$ cat src/rtl/mips_divider.sv
// mips_divider: restoring DIV/DIVU unit producing quotient (LO) and remainder (HI).
// Latency: WIDTH+1 cycles from the start edge to done; divide-by-zero completes in 1 cycle.
// Backpressure: start is ignored while busy; results hold until the next completion.
module mips_divider #(
  parameter int WIDTH = 32,
  parameter int CNT_W = $clog2(WIDTH + 1)
) (
  input  logic             clk,
  input  logic             rst,
  input  logic             start,
  input  logic             is_signed,
  input  logic [WIDTH-1:0] dividend,
  input  logic [WIDTH-1:0] divisor,
  output logic             busy,
  output logic             done,
  output logic [WIDTH-1:0] quotient,
  output logic [WIDTH-1:0] remainder,
  output logic             div_by_zero
);

  typedef enum logic [1:0] {IDLE, RUN, FIX} state_t;

  state_t           state;
  logic [WIDTH-1:0] rem_q;     // partial remainder magnitude
  logic [WIDTH-1:0] quo_q;     // dividend magnitude shifting out, quotient bits shifting in
  logic [WIDTH-1:0] dvsr_q;    // divisor magnitude
  logic             neg_quo;   // quotient must be negated at the end
  logic             neg_rem;   // remainder must be negated (follows dividend sign)
  logic [CNT_W-1:0] cnt;

  logic             dvd_neg;
  logic             dvs_neg;
  logic [WIDTH-1:0] dvd_mag;
  logic [WIDTH-1:0] dvs_mag;
  logic [WIDTH:0]   shift_rem;
  logic [WIDTH:0]   trial;
  logic [WIDTH-1:0] quo_fix;
  logic [WIDTH-1:0] rem_fix;

  // Operand magnitudes, trial subtraction and final sign correction
  always_comb begin
    dvd_neg   = is_signed & dividend[WIDTH-1];
    dvs_neg   = is_signed & divisor[WIDTH-1];
    dvd_mag   = dvd_neg ? (WIDTH'(0) - dividend) : dividend;
    dvs_mag   = dvs_neg ? (WIDTH'(0) - divisor)  : divisor;
    // Remainder is always below the divisor, so the shifted value fits in WIDTH+1 bits
    // and the difference's top bit is a valid sign.
    shift_rem = {rem_q, quo_q[WIDTH-1]};
    trial     = shift_rem - {1'b0, dvsr_q};
    quo_fix   = neg_quo ? (WIDTH'(0) - quo_q) : quo_q;
    rem_fix   = neg_rem ? (WIDTH'(0) - rem_q) : rem_q;
  end

  // Divider FSM with registered status and result outputs
  always_ff @(posedge clk or posedge rst) begin
    if (rst) begin
      state       <= IDLE;
      busy        <= 1'b0;
      done        <= 1'b0;
      quotient    <= '0;
      remainder   <= '0;
      div_by_zero <= 1'b0;
      rem_q       <= '0;
      quo_q       <= '0;
      dvsr_q      <= '0;
      neg_quo     <= 1'b0;
      neg_rem     <= 1'b0;
      cnt         <= '0;
    end else begin
      done <= 1'b0;
      case (state)
        IDLE: begin
          if (start) begin
            if (divisor == '0) begin
              quotient    <= '1;
              remainder   <= dividend;
              div_by_zero <= 1'b1;
              done        <= 1'b1;
            end else begin
              neg_quo <= dvd_neg ^ dvs_neg;
              neg_rem <= dvd_neg;
              quo_q   <= dvd_mag;
              dvsr_q  <= dvs_mag;
              rem_q   <= '0;
              cnt     <= CNT_W'(WIDTH);
              busy    <= 1'b1;
              state   <= RUN;
            end
          end
        end
        RUN: begin
          if (!trial[WIDTH]) begin
            rem_q <= trial[WIDTH-1:0];
            quo_q <= {quo_q[WIDTH-2:0], 1'b1};
          end else begin
            rem_q <= shift_rem[WIDTH-1:0];
            quo_q <= {quo_q[WIDTH-2:0], 1'b0};
          end
          cnt <= cnt - CNT_W'(1);
          if (cnt == CNT_W'(1)) begin
            state <= FIX;
          end
        end
        FIX: begin
          quotient    <= quo_fix;
          remainder   <= rem_fix;
          div_by_zero <= 1'b0;
          done        <= 1'b1;
          busy        <= 1'b0;
          state       <= IDLE;
        end
        default: begin
          state <= IDLE;
          busy  <= 1'b0;
        end
      endcase
    end
  end

endmodule
$ cat config.mk
export PLATFORM = sky130hd
export DESIGN_NAME = mips_divider
export DESIGN_NICKNAME = d
export VERILOG_FILES = /design/src/rtl/mips_divider.sv
export SDC_FILE = /design/constraint.sdc
export NUM_CORES = 1
export LEC_CHECK = 0
export CORE_MARGIN = 3
export CORE_UTILIZATION = 40
export DETAILED_ROUTE_END_ITERATION = 10
export DONT_BUFFER_PORTS = 1
export PLACE_DENSITY = 0.59
export SYNTH_ARGS = -nofsm -noshare
export SYNTH_HDL_FRONTEND = slang
export SYNTH_SLANG_ARGS = --single-unit
$ cat constraint.sdc
create_clock -name clk -period 8.8 [get_ports clk]
set_input_delay 2.2 -clock clk [delete_from_list [all_inputs] [get_ports clk]]
set_output_delay 2.2 -clock clk [all_outputs]
set_load 0.02 [all_outputs]
==> impl.org, run 1 <==
** Worst hold path
- Along the worst hold path, the cell count comes to 2.
- Classification of the worst-slack hold path :: flop to flop

** Setup path
- Walking the worst path, the cells encountered are inv_1 > ha_1 > nand2b_1 > or4_1 > or3_1 > nor3_2 > and3b_2 > buf_4 > nor2b_1 > a211oi_1 > a21oi_1.
- Number of gates on the worst path with buffers counted :: 11
- The worst setup path is launched from an input port.
- Of all nets on the critical path, the largest fanout is 39.
- Max incr delay on CP :: 810 ps
- Buffers & Inverters on Critical Path :: 2
- For the worst flop-to-flop path, the logic depth is 12.
- On the critical path the largest part of the delay comes from simple AND/OR/NAND/NOR gates.
- For the worst setup path, the data required time is 9060 ps.
- The worst setup path is captured at a flop.
- By startpoint and endpoint, the worst setup path is classified as input port to flop.
- For this design, the slowest cell found on the critical path is sky130_fd_sc_hd__and3b_2.
- Worst Path Arrival :: 5710 ps

** Final layout
- P&R area growth vs syn :: 7.19%
- The number of antenna diodes in the final layout is 0.
- Post-layout util :: 44.0%
- Once layout is done, the placed cells without fillers occupy 12400 µm².
- Count of nets after finishing :: 1392
- Ratio of cells with drive above 1 in the final layout :: 4.62%
- Finished Layout Cells :: 1676

** Yosys
- The synthesized netlist occupies a cell area of 11500 µm².
- Multiplexer share of the synthesized area :: 4.08%
- Fraction of post-synthesis cell area in the top cell type by area :: 37.5%
- Register bit count reported by yosys :: 173
- The most used flip-flop cell after synthesis is sky130_fd_sc_hd__dfrtp_1.
- The largest total area in the synthesized netlist belongs to sky130_fd_sc_hd__dfrtp_1.
- During synthesis, Yosys emitted a total of 0 warnings.
- Synth top area cells :: sky130_fd_sc_hd__dfrtp_1, sky130_fd_sc_hd__o21ai_0, sky130_fd_sc_hd__xor2_1
- Most instantiated library cell after synthesis :: sky130_fd_sc_hd__dfrtp_1
- Distinct cells, synth :: 62
- Xor and xnor area share after synthesis :: 11.1%
- Synth top cells by count :: sky130_fd_sc_hd__dfrtp_1, sky130_fd_sc_hd__nand2_1, sky130_fd_sc_hd__o21ai_0, sky130_fd_sc_hd__a21oi_1, sky130_fd_sc_hd__nor2_1
- Synth Net Count :: 1441
- Sequential area share after synthesis :: 37.5%
- Post-Syn Instances :: 1334
- After Yosys synthesis, and, or, nand and nor cells account for 17.1% of the synthesized area.
- EDFF count, synth :: 0
- Adder-cell share of the synthesized area :: 4.29%
- Fraction of synthesis flops using an asynchronous set or reset pin :: 100%
- Each instance of the synthesized netlist takes up on average 8.65 µm².
- The synthesized netlist devotes 21.4% of its cell area to compound gates.
- Main combinational cell family by area after synthesis :: compound AO/OA/AOI/OAI gates

** STA
- Maximum frequency from static timing analysis :: 183 MHz
- The total count of max-transition violations in the final report was 0.
- Worst-case hold slack :: 482 ps
- Setup TNS :: 0 ps
- Setup Skew :: 14.0 ps
- Number of setup violations in the final report :: 0
- Relative slew margins :: 25.6%
- At the pin with the least slew margin, the transition time is 1120 ps.
- Total count of hold-check failures in the final report :: 0
- RSZ-0062 raised after global routing :: false
- The worst path in the final design needs a cycle of 5460 ps, including I/O delays and setup.
- Post-layout worst setup margin :: 3340 ps
- Period utilization :: 62.0%

** Global route
- Met2 usage :: 29.7%
- GRT Total Usage :: 19.0%
- Entering global routing, the biggest net connects 108 pins.
- Wire length of the first global-routing pass :: 47.8 mm
- Number of antenna violations at the first check in global routing :: 0
- For met3 alone, demand over resource in global routing was 3.89%.
- Number of global-route vias before repair :: 8810
- Global-route track usage on met1 :: 27.4%
- The global routing stage identified its most utilized layer as met2.
- Leftover overflow at the end of global routing :: 0

** Clock tree
- # resized after CTS :: 0
- The longest clock path from root to sink contains 2 buffers.
- Master cell of the clock root buffer :: sky130_fd_sc_hd__clkbuf_16
- After clock tree synthesis, the clock-pin slew on the worst setup and hold paths is 70 ps.
- At the later pin of the worst-skew pair, clock insertion delay measures 420 ps.
- # hold bufs at CTS :: 0
- TritonCTS built the clock tree.
- Count of clock tree sinks :: 173
- TritonCTS Buffers :: 17
- CTS built an H-tree with a depth of 4.
- Post-CTS Setup Repair Bufs :: 0

** Pwr
- Sequential group share of total power :: 31.4%
- Switching power as a share of total power :: 46.3%
- Internal cell power :: 2.75 mW
- Net switching component of the power :: 2.37 mW
- The worst-case IR drop observed on VDD is 0.171 mV.
- Summing internal, switching and leakage power gives 5.12 mW.
- Power share of the clock group :: 14.6%
- In this run, the combinational gates consume 54.0% of the power.
- In this run the static leakage power is 5.01 nW.
- Pwr Density :: 414 nW/µm²

** Flow run
- The tool flagged a number of max-cap violations equal to 0.

** Die
- Total number of placement rows :: 61
- The die covers 30900 µm².
- Initial Util :: 41.1%
- For this design the top-level I/O count stands at 135.
- Die extent in y :: 176 µm
- The floorplan step set the die width to 176 µm.
- Std-Cell Core Area :: 28100 µm²

** Place
- The count of buffers added on input and output ports is 0.
- DP HPWL :: 21.9 mm
- Pre-CTS worst setup slack :: 2910 ps
- Routability-driven placement finished with a final weighted congestion of 0.887.
- Placed Instance Area :: 11800 µm²
- Including well taps, the total number of placed cells is 1644.

** Routing
- In the final routed layout, each cell accounts on average for 17.4 µm.
- Count of vias placed by the detailed router :: 9225
- Total Wirelength :: 29.2 mm
- After detailed routing, the number of remaining DRC violations is 0.
- Initial DRC count :: 610
- Via density per instance :: 5.50
- Initial DRT Pass Iterations :: 5
- Count of antenna-violating nets left after detailed routing :: 0

** Run status
- Outcome :: completed
[power groups by stage]
stage	Combinational (mW)	Clock (mW)	Sequential [mW]
after detailed placement	2.76	0	1.62
after global routing	3.14	0.799	1.66
after floorplan	2.32	0	1.46
after CTS	2.77	0.763	1.60
after global placement	2.74	0	1.61
final	2.77	0.747	1.61
[cells by family (layout without fill, tap and decap cells)]
family	after synthesis	after routing
flip-flops	173	173
buffers and inverters	129	93
AND/OR/NAND/NOR	410	410
multiplexers	47	47
AO/OA/AOI/OAI	390	390
XOR/XNOR	146	146
adder cells (fa/ha/maj)	39	39
[placed cells by master (no fill, tap or decap), types with 6 or more instances in the layout]
cell                        netlist  layout
sky130_fd_sc_hd__or4_1           13      13
sky130_fd_sc_hd__a221o_1         29      29
sky130_fd_sc_hd__xor2_1          74      74
sky130_fd_sc_hd__a21o_1          16      16
sky130_fd_sc_hd__o41ai_1         14      14
sky130_fd_sc_hd__a21oi_1        100     100
sky130_fd_sc_hd__mux2i_1         47      47
sky130_fd_sc_hd__a31oi_1          8       8
sky130_fd_sc_hd__clkbuf_16        0      17
sky130_fd_sc_hd__nor2b_1         21      19
sky130_fd_sc_hd__or3_1           11      11
sky130_fd_sc_hd__nor2_1          90      89
sky130_fd_sc_hd__or2_2            7       7
sky130_fd_sc_hd__xnor2_1         72      72
sky130_fd_sc_hd__nand3_1         20      20
sky130_fd_sc_hd__and2_1          11      11
sky130_fd_sc_hd__nand4_1          9       9
sky130_fd_sc_hd__nand2_1        136     136
sky130_fd_sc_hd__ha_1            38      38
sky130_fd_sc_hd__nor3_1          45      45
sky130_fd_sc_hd__buf_4            4       8
sky130_fd_sc_hd__o21ai_0        132     132
sky130_fd_sc_hd__nand2b_1        16      16
sky130_fd_sc_hd__nor4_1          12      12
sky130_fd_sc_hd__and3_1           7       7
sky130_fd_sc_hd__dfrtp_1        173     173
sky130_fd_sc_hd__a32oi_1          6       6
sky130_fd_sc_hd__o31ai_1         25      25
sky130_fd_sc_hd__a211oi_1        15      14
sky130_fd_sc_hd__inv_1           53      52
[routing by layer]
metal	vias up	wire length, µm
li1	4708	-
met4	0	366
met2	200	12900
met5	-	0
met3	19	1500
met1	4298	14400
[registers in the layout, indices dropped and copies added (netlist names)]
name and flops:
state 2, dvsr_q 32, rem_q 32, done 1, busy 1, quotient 32, div_by_zero 1, quo_q 32
neg_quo 1, neg_rem 1, cnt 6, remainder 32
[tightest hold or removal path, stage by stage, from the launching register on]
cell and delay, ps:
sky130_fd_sc_hd__dfrtp_1 350, sky130_fd_sc_hd__nand2_1 50, sky130_fd_sc_hd__o21ai_0 60
[path summary, 6_finish.rpt]
kind                                 start             to  slack (ps)
worst max-delay path            divisor[0]  remainder[15]        3340
worst min-delay path            dvsr_q[29]     dvsr_q[29]         480
worst max register to register   quo_q[31]      rem_q[26]        4600
worst min register to register  dvsr_q[29]     dvsr_q[29]         480
max in group asynchronous              rst      rem_q[22]        5490
min in group asynchronous              rst   quotient[10]        1820
[area by class of cell]
| cell class | instances | area (µm²) |
|---|---|---|
| Sequential cell | 173 | 4330 |
| Tap cell | 378 | 473 |
| Clock buffer | 19 | 443 |
| Fill cell | 2852 | 15700 |
| Clock inverter | 13 | 134 |
| Inverter | 53 | 204 |
| Timing Repair Buffer | 8 | 60.1 |
| Multi-Input combinational cell | 1032 | 6730 |
Power figures use the tool's default switching activity.
==> inputs of run 2 (changes only) <==
--- a/config.mk
+++ b/config.mk
@@ -9,7 +9,7 @@
 export CORE_UTILIZATION = 40
 export DETAILED_ROUTE_END_ITERATION = 10
 export DONT_BUFFER_PORTS = 1
-export PLACE_DENSITY = 0.59
+export PLACE_DENSITY = 0.61
 export SYNTH_ARGS = -nofsm -noshare
 export SYNTH_HDL_FRONTEND = slang
 export SYNTH_SLANG_ARGS = --single-unit
==> constraint.sdc (replaced) <==
create_clock -name clk -period 4.4 [get_ports clk]
set_input_delay 1.1 -clock clk [delete_from_list [all_inputs] [get_ports clk]]
set_output_delay 1.1 -clock clk [all_outputs]
set_load 0.02 [all_outputs]
==> run 2 against run 1 <==
Critical path depth is 1 higher. Count of clock-buffer cells in the layout is 2 lower. Final area is 0.81% higher. Setup slack worse by 2800 ps. Combinational power is 100% higher. Sequential cell count stayed put.
==> impl.org, run 2 (synthesis results as in run 1) <==
** Place
- The last weighted congestion value of the routability-driven placer is 0.863 (was 0.887).
- The quantity of I/O buffers inserted on ports is 0 (unchanged).
- DP HPWL :: 21.9 mm (about the same)
- The minimum setup slack after placement was 356 ps (was 2910 ps).

** Pwr
- The fraction of power consumed by sequential logic is 31.0% (was 31.4%).
- Internal cell power :: 5.51 mW (was 2.75 mW)
- The net switching fraction of the power was 46.8% (was 46.3%).
- The ratio of total power to cell area was 830 nW/µm² (was 414 nW/µm²).
- Comb pwr share :: 54.7% (was 54.0%)
- Leak :: 5.05 nW (was 5.01 nW)
- The net load switching power came to 4.84 mW (was 2.37 mW).
- The clock share of power is 14.3% (was 14.6%).
- The worst IR drop on VDD came to 0.460 mV (was 0.171 mV).

** Global route
- Most used routing layer :: met2 (unchanged)
- Met2 usage :: 29.6% (was 29.7%)
- The total routing resource utilization after global routing was 18.8% (was 19.0%).
- Pin count of the biggest net entering global routing :: 174 (was 108)
- Leftover overflow at the end of global routing :: 0 (unchanged)
- Fraction of met3 tracks used by global routing :: 4.11% (was 3.89%)
- Wire length of the first global-routing pass :: 47.5 mm (was 47.8 mm)
- Number of global-route vias before repair :: 8785 (was 8810)
- The initial antenna violation count was 0 (unchanged).
- The global-route met1 utilization was 26.6% (was 27.4%).

** Clock tree
- # hold bufs at CTS :: 0 (unchanged)
- The number of setup buffers added after CTS is 0 (unchanged).
- The clock network latency to the later pin of the worst-skew pair is 430 ps (was 420 ps).
- Master cell of the clock root buffer :: sky130_fd_sc_hd__clkbuf_16 (unchanged)
- The number of H-tree levels came to 4 (unchanged).
- The total clock buffers created by CTS is 17 (unchanged).
- The maximum buffer depth of the clock tree came to 2 (unchanged).
- The clock tree from TritonCTS was done (unchanged).
- Clock transition at the register clock pins on the worst setup and hold paths after CTS :: 70 ps (about the same)
- # resized after CTS :: 0 (unchanged)
- The total number of clock tree sinks is 173 (unchanged).

** Die
- Die area :: 30900 µm² (unchanged)
- Std-Cell Core Area :: 28100 µm² (unchanged)
- Total number of placement rows :: 61 (unchanged)
- The top-level I/O count was 135 (unchanged).
- The starting density of the core is 41.1% (unchanged).
- The floorplan die height is 176 µm (unchanged).
- The horizontal die dimension was 176 µm (unchanged).

** STA
- The actual slew at the worst max-slew pin came to 1130 ps (was 1120 ps).
- RSZ-0062 raised after global routing :: false (unchanged)
- Derived from the worst setup path, the maximum achievable clock frequency is 262 MHz.
- The total count of max-transition violations in the final report is 0 (unchanged).
- After layout, the minimum clock period comes to 3820 ps.
- The number of failing setup endpoints in the final timing report is 0 (unchanged).
- The final setup TNS is 0 ps (unchanged).
- The clock skew after layout is 12.4 ps (was 14.0 ps).
- The worst path uses 86.8% of the clock period.
- The relative slew slack is 24.5% (was 25.6%).
- The number of hold violations in the final report came to 0 (unchanged).
- Post-layout worst setup margin :: 579 ps (was 3340 ps)

** Routing
- The routed wirelength normalized by instance count came to 17.6 µm (was 17.4 µm).
- Count of antenna-violating nets left after detailed routing :: 0 (unchanged)
- The post-detailed-route DRC marker count was 0 (unchanged).
- Initial DRC count :: 747 (was 610)
- The number of detailed-route iterations in the first pass is 5 (unchanged).
- Total Wirelength :: 29.5 mm (was 29.2 mm)
- Count of vias placed by the detailed router :: 9322 (was 9225)
- Via density per instance :: 5.54 (was 5.50)

** Setup path
- The endpoint of the worst register-to-register path is rem_q[1] (was rem_q[26]).
- The launching element type of the critical path was a flop (was input port).
- The endpoint type of the worst setup path is a flop (unchanged).
- The critical-path maximum fanout was 27 (was 39).
- Length in cells of the worst reg-to-reg path :: 12 (unchanged)
- The startpoint-to-endpoint class of the critical path is flop to flop (was input port to flop).
- The setup slack of the worst register-to-register path was 580 ps (was 4600 ps).
- Worst Path Arrival :: 4190 ps (was 5710 ps)
- The worst path required time was 4770 ps (was 9060 ps).
- Reg-to-reg startpoint :: quo_q[31] (unchanged)

** Final layout
- Count of nets after finishing :: 1399 (was 1392)
- The fraction of final layout cells with drive strength greater than 1 is 5.21% (was 4.62%).
- Antenna cell count :: 0 (unchanged)
- P&R area growth vs syn :: 8.06% (was 7.19%)
- Fillcell total :: 2831 (was 2852)
- Highest-count cells in the layout ignoring fill and taps :: sky130_fd_sc_hd__dfrtp_1, sky130_fd_sc_hd__nand2_1, sky130_fd_sc_hd__o21ai_0, sky130_fd_sc_hd__a21oi_1, sky130_fd_sc_hd__nor2_1 (unchanged)
- Most frequent standard cell in the layout excluding fill and tap cells :: sky130_fd_sc_hd__dfrtp_1 (unchanged)

** Worst hold path
- The cell depth of the worst min-delay path is 1 (was 2).
- Classification of the worst-slack hold path :: flop to flop (unchanged)
- Capture endpoint of the worst hold path :: cnt[4] (was dvsr_q[29])
- Critical hold path startpoint :: cnt[4] (was dvsr_q[29])

** Flow run
- The max-cap check violation count is 0 (unchanged).

** Run status
- Outcome :: completed (unchanged)
## run 2: changes by cell type in the layout (fill, tap and decap cells not counted)
cell / before / now
sky130_fd_sc_hd__buf_4: 8 / 11
sky130_fd_sc_hd__clkinvlp_4: 4 / 5
sky130_fd_sc_hd__inv_8: 3 / 5
sky130_fd_sc_hd__clkinv_8: 0 / 2
sky130_fd_sc_hd__bufinv_16: 1 / 0
sky130_fd_sc_hd__clkinv_4: 2 / 0
sky130_fd_sc_hd__clkbuf_1: 1 / 0
sky130_fd_sc_hd__buf_12: 0 / 4
sky130_fd_sc_hd__clkbuf_8: 1 / 0
## run 2: power groups by stage
stage,Sequential [mW],Clock [mW],Combinational (mW)
floorplan,2.91,0,4.64
global placement,3.22,0,5.53
detailed placement,3.24,0,5.61
CTS,3.21,1.53,5.64
global route,3.32,1.58,6.37
finish,3.21,1.48,5.65
## run 2: per-layer routing
layer  vias to the layer above  routed length [µm]
met5                         -                   0
met4                         0                 331
met3                        25                1560
met2                       212               13100
met1                      4371               14500
li1                       4714                   -
## run 2: how the worst max path moves through the flow
stage	depth (start not counted)	slack (ps)	from	endpoint
3_3_place_gp	11	430	divisor[0]	remainder[26]
5_1_grt	12	330	quo_q[31]	rem_q[14]
4_1_cts	12	560	quo_q[31]	rem_q[14]
6_report	12	580	quo_q[31]	rem_q[1]
2_1_floorplan	11	960	divisor[0]	remainder[21]
3_5_place_dp	11	360	divisor[0]	remainder[27]
## run 2: critical path, cell delays in order (launching register included)
cell                        delay (ps)
sky130_fd_sc_hd__dfrtp_1           430
sky130_fd_sc_hd__inv_1             140
sky130_fd_sc_hd__ha_1              240
sky130_fd_sc_hd__fa_1              400
sky130_fd_sc_hd__nor2b_1           190
sky130_fd_sc_hd__o31a_1            280
sky130_fd_sc_hd__o2111ai_1         240
sky130_fd_sc_hd__a2111oi_0         660
sky130_fd_sc_hd__or2_2             270
sky130_fd_sc_hd__o311a_1           250
sky130_fd_sc_hd__buf_12            230
sky130_fd_sc_hd__mux2i_1           240
sky130_fd_sc_hd__a22o_1            140
## run 2: metrics by stage
| step | cells | hold slack (ps) | power, mW | utilization, % | area [µm²] |
|---|---|---|---|---|---|
| finish | 1683 | 481 | 10.3 | 44.4 | 12500 |
| global route | 1683 | 505 | 11.3 | 44.4 | 12500 |
| global placement | 1651 | 461 | 8.75 | 42.3 | 11900 |
| CTS | 1683 | 479 | 10.4 | 44.4 | 12500 |
| floorplan | 1334 | 447 | 7.56 | - | 11500 |
| detailed placement | 1651 | 470 | 8.85 | 42.3 | 11900 |
## run 2: final cells by class
| type | count | area, µm² | share of cell area [%] |
|---|---|---|---|
| Clock inverter | 15 | 150 | 1.20 |
| Clock buffer | 17 | 425 | 3.41 |
| Multi-Input combinational cell | 1032 | 6730 | 53.9 |
| Tap cell | 378 | 473 | 3.79 |
| Timing Repair Buffer | 15 | 163 | 1.30 |
| Inverter | 53 | 203 | 1.63 |
| Sequential cell | 173 | 4330 | 34.7 |
==> inputs of run 3 (changes only) <==
--- a/config.mk
+++ b/config.mk
@@ -9,7 +9,7 @@
 export CORE_UTILIZATION = 40
 export DETAILED_ROUTE_END_ITERATION = 10
 export DONT_BUFFER_PORTS = 1
-export PLACE_DENSITY = 0.61
+export PLACE_DENSITY = 0.59
 export SYNTH_ARGS = -nofsm -noshare
 export SYNTH_HDL_FRONTEND = slang
 export SYNTH_SLANG_ARGS = --single-unit
==> constraint.sdc (replaced) <==
create_clock -name clk -period 3.86 [get_ports clk]
set_input_delay 0.965 -clock clk [delete_from_list [all_inputs] [get_ports clk]]
set_output_delay 0.965 -clock clk [all_outputs]
set_load 0.02 [all_outputs]
==> run 3 against run 2 <==
Fmax up 9.7%. Critical path depth grew 1. Setup slack lost 200 ps. Wire length barely moved. Non-clock buffer count is 13 higher. Power up 16%. Sequential cell count is the same. First-iteration DRC count is 14% lower. Count of clock-buffer cells in the layout unchanged. Hold slack worse by 2.2 ps. Largest power group unchanged.
==> impl.org, run 3 (synthesis results as in run 1) <==
** Run status
- Outcome: completed (unchanged).

** Die
- Total number of placement rows :: 61 (unchanged)
- Die extent in y :: 176 µm (unchanged)
- The total core area was 28100 µm² (unchanged).
- Initial Util :: 41.1% (unchanged)
- The die area came to 30900 µm² (unchanged).
- The horizontal die dimension is 176 µm (unchanged).
- The top-level I/O count was 135 (unchanged).

** Flow run
- Max capacitance violation total :: 0 (unchanged)

** Final layout
- Highest-count cells in the layout ignoring fill and taps :: sky130_fd_sc_hd__dfrtp_1, sky130_fd_sc_hd__nand2_1, sky130_fd_sc_hd__o21ai_0, sky130_fd_sc_hd__a21oi_1, sky130_fd_sc_hd__nor2_1 (unchanged)
- Ratio of cells with drive above 1 in the final layout :: 6.22% (was 5.21%)
- The count of non-filler cells in the finished layout came to 1696 (was 1683).
- The filler cell count is 2814 (was 2831).
- The final layout net count is 1412 (was 1399).
- The layout overhead on the synthesized area came to 9.37% (was 8.06%).
- The antenna diode instance count is 0 (unchanged).
- Most frequent standard cell in the layout excluding fill and tap cells :: sky130_fd_sc_hd__dfrtp_1 (unchanged)

** STA
- The number of failing setup endpoints in the final timing report was 0 (unchanged).
- Relative slew margins :: 36.6% (was 24.5%)
- Actual transition at the worst max-transition pin :: 952 ps (was 1130 ps)
- Maximum frequency from static timing analysis :: 287 MHz (was 262 MHz)
- RSZ-0062 raised after global routing: false (unchanged).
- The total count of max-transition violations in the final report was 0 (unchanged).
- The number of hold violations in the final report is 0 (unchanged).
- The worst setup slack after layout is 377 ps (was 579 ps).
- Worst-case hold slack :: 478 ps (was 481 ps)
- The clock skew after layout is 13.9 ps (was 12.4 ps).
- The final setup TNS came to 0 ps (unchanged).
- Final critical delay including setup and external delays :: 3480 ps (was 3820 ps)
- The final worst-path cycle share is 90.2% (was 86.8%).

** Setup path
- The setup slack of the worst register-to-register path came to 380 ps (was 580 ps).
- The buffering stage count on the worst path with inverters included is 3 (was 2).
- Max Fanout on Critical Path :: 25 (was 27)
- Required time of the critical path :: 4150 ps (was 4770 ps)
- The endpoint of the worst register-to-register path is rem_q[17] (was rem_q[1]).
- CP delay by family, top :: compound AO/OA/AOI/OAI gates (unchanged)
- The endpoint type of the worst setup path is a flop (unchanged).
- The startpoint-to-endpoint class of the critical path was flop to flop (unchanged).
- The cell with the largest stage delay on the worst path is sky130_fd_sc_hd__a2111oi_1 (was sky130_fd_sc_hd__a2111oi_0).
- The number of cells on the worst reg-to-reg path came to 13 (was 12).
- Worst Path Arrival :: 3770 ps (was 4190 ps)
- The peak per-stage delay on the critical path came to 450 ps (was 660 ps).
- Cells traversed along the worst timing path :: inv_1 > ha_1 > fa_1 > nor2b_1 > o31a_1 > o2111ai_1 > a2111oi_1 > buf_4 > or2_2 > o311a_1 > buf_12 > mux2i_1 > o21ai_0 (was inv_1 > ha_1 > fa_1 > nor2b_1 > o31a_1 > o2111ai_1 > a2111oi_0 > or2_2 > o311a_1 > buf_12 > mux2i_1 > a22o_1)
- The launching element type of the critical path is a flop (unchanged).
- The startpoint of the most critical register-to-register path was quo_q[31] (unchanged).

** Pwr
- Leak :: 5.15 nW (was 5.05 nW)
- Tot Pwr :: 12.0 mW (was 10.3 mW)
- The ratio of total power to cell area came to 952 nW/µm² (was 830 nW/µm²).
- The worst IR drop on VDD is 0.523 mV (was 0.460 mV).

** Worst hold path
- Classification of the worst-slack hold path :: flop to flop (unchanged)
- The destination of the worst hold path is cnt[4] (unchanged).
- Instance count along the most critical hold path :: 1 (unchanged)
- Critical hold path startpoint :: cnt[4] (unchanged)

** Routing
- The post-detailed-route DRC marker count is 0 (unchanged).
- Initial DRC count :: 641 (was 747)
- Via density per instance :: 5.56 (was 5.54)
- The number of detailed-route iterations in the first pass came to 5 (unchanged).
- Count of antenna-violating nets left after detailed routing :: 0 (unchanged)
- The routed wirelength normalized by instance count was 17.4 µm (was 17.6 µm).
- The total number of vias is 9436 (was 9322).
- The total length of routed wires is 29.5 mm (about the same).

** Clock tree
- Master cell of the clock root buffer :: sky130_fd_sc_hd__clkbuf_16 (unchanged)
- TritonCTS clock tree :: done (unchanged)
- Clock transition at the register clock pins on the worst setup and hold paths after CTS :: 70 ps (about the same)
- The number of H-tree levels came to 4 (unchanged).
- The clock network latency to the later pin of the worst-skew pair is 440 ps (was 430 ps).
- The total number of clock tree sinks was 173 (unchanged).
- The maximum buffer depth of the clock tree came to 2 (unchanged).
- The number of setup buffers added after CTS is 0 (unchanged).
- TritonCTS Buffers :: 17 (unchanged)
- The hold buffer count at cts was 0 (unchanged).

** Global route
- The global route total overflow came to 0 (unchanged).
- Number of global-route vias before repair :: 8850 (was 8785)
- Wire length of the first global-routing pass :: 47.9 mm (was 47.5 mm)
- Number of antenna violations at the first check in global routing :: 0 (unchanged)
- GRT Total Usage :: 19.1% (was 18.8%)
- The largest net degree at the start of global routing is 174 (unchanged).

** Place
- DP HPWL :: 22.3 mm (was 21.9 mm)
- The quantity of I/O buffers inserted on ports is 0 (unchanged).
- The minimum setup slack after placement came to 99.1 ps (was 356 ps).
- The last weighted congestion value of the routability-driven placer came to 0.831 (was 0.863).
- Post-placement cell count :: 1664 (was 1651)
==> run 3: routing by layer <==
layer,GRT usage [%],part of all wire (%),up-vias
li1,-,-,4748
met1,27.6,49,4405
met2,29.4,44,253
met3,3.70,5.7,30
met4,4.88,1.5,0
met5,0,0,-
==> run 3: layout make-up <==
class	instances	area, µm²	share of cell area (%)
clock buffers	17	425	3.37
clock inverters	15	183	1.45
inverters	53	203	1.61
multi-input cells	1032	6730	53.4
flip-flops and latches	173	4330	34.3
well taps	378	473	3.75
repair buffers	28	273	2.16
==> run 3: timing repair <==
| item | in CTS | in global routing |
|---|---|---|
| hold endpoints to repair | 0 | 0 |
| setup endpoints to repair | 0 | 10 |
| gates resized for setup | 0 | 2 |
==> run 3: stage by stage <==
stage               cell area, µm²  utilization [%]
floorplan                    11500                -
detailed placement           12000             42.7
global route                 12600             44.9
CTS                          12600             44.9
finish                       12600             44.9
global placement             12000             42.7
==> run 3: how the worst max path moves through the flow <==
stage               endpoint  startpoint  cells past startpoint
2_1_floorplan  remainder[21]  divisor[0]                     11
3_3_place_gp       rem_q[29]   quo_q[31]                     12
3_5_place_dp   remainder[28]  divisor[0]                     11
4_1_cts            rem_q[29]   quo_q[31]                     12
5_1_grt             rem_q[8]   quo_q[31]                     13
6_report           rem_q[17]   quo_q[31]                     13
==> run 3: power by group <==
part / switching, mW / internal (mW)
clock network: 0.787 / 1.03
logic: 3.64 / 2.94
registers: 1.07 / 2.56
total: 5.49 / 6.53
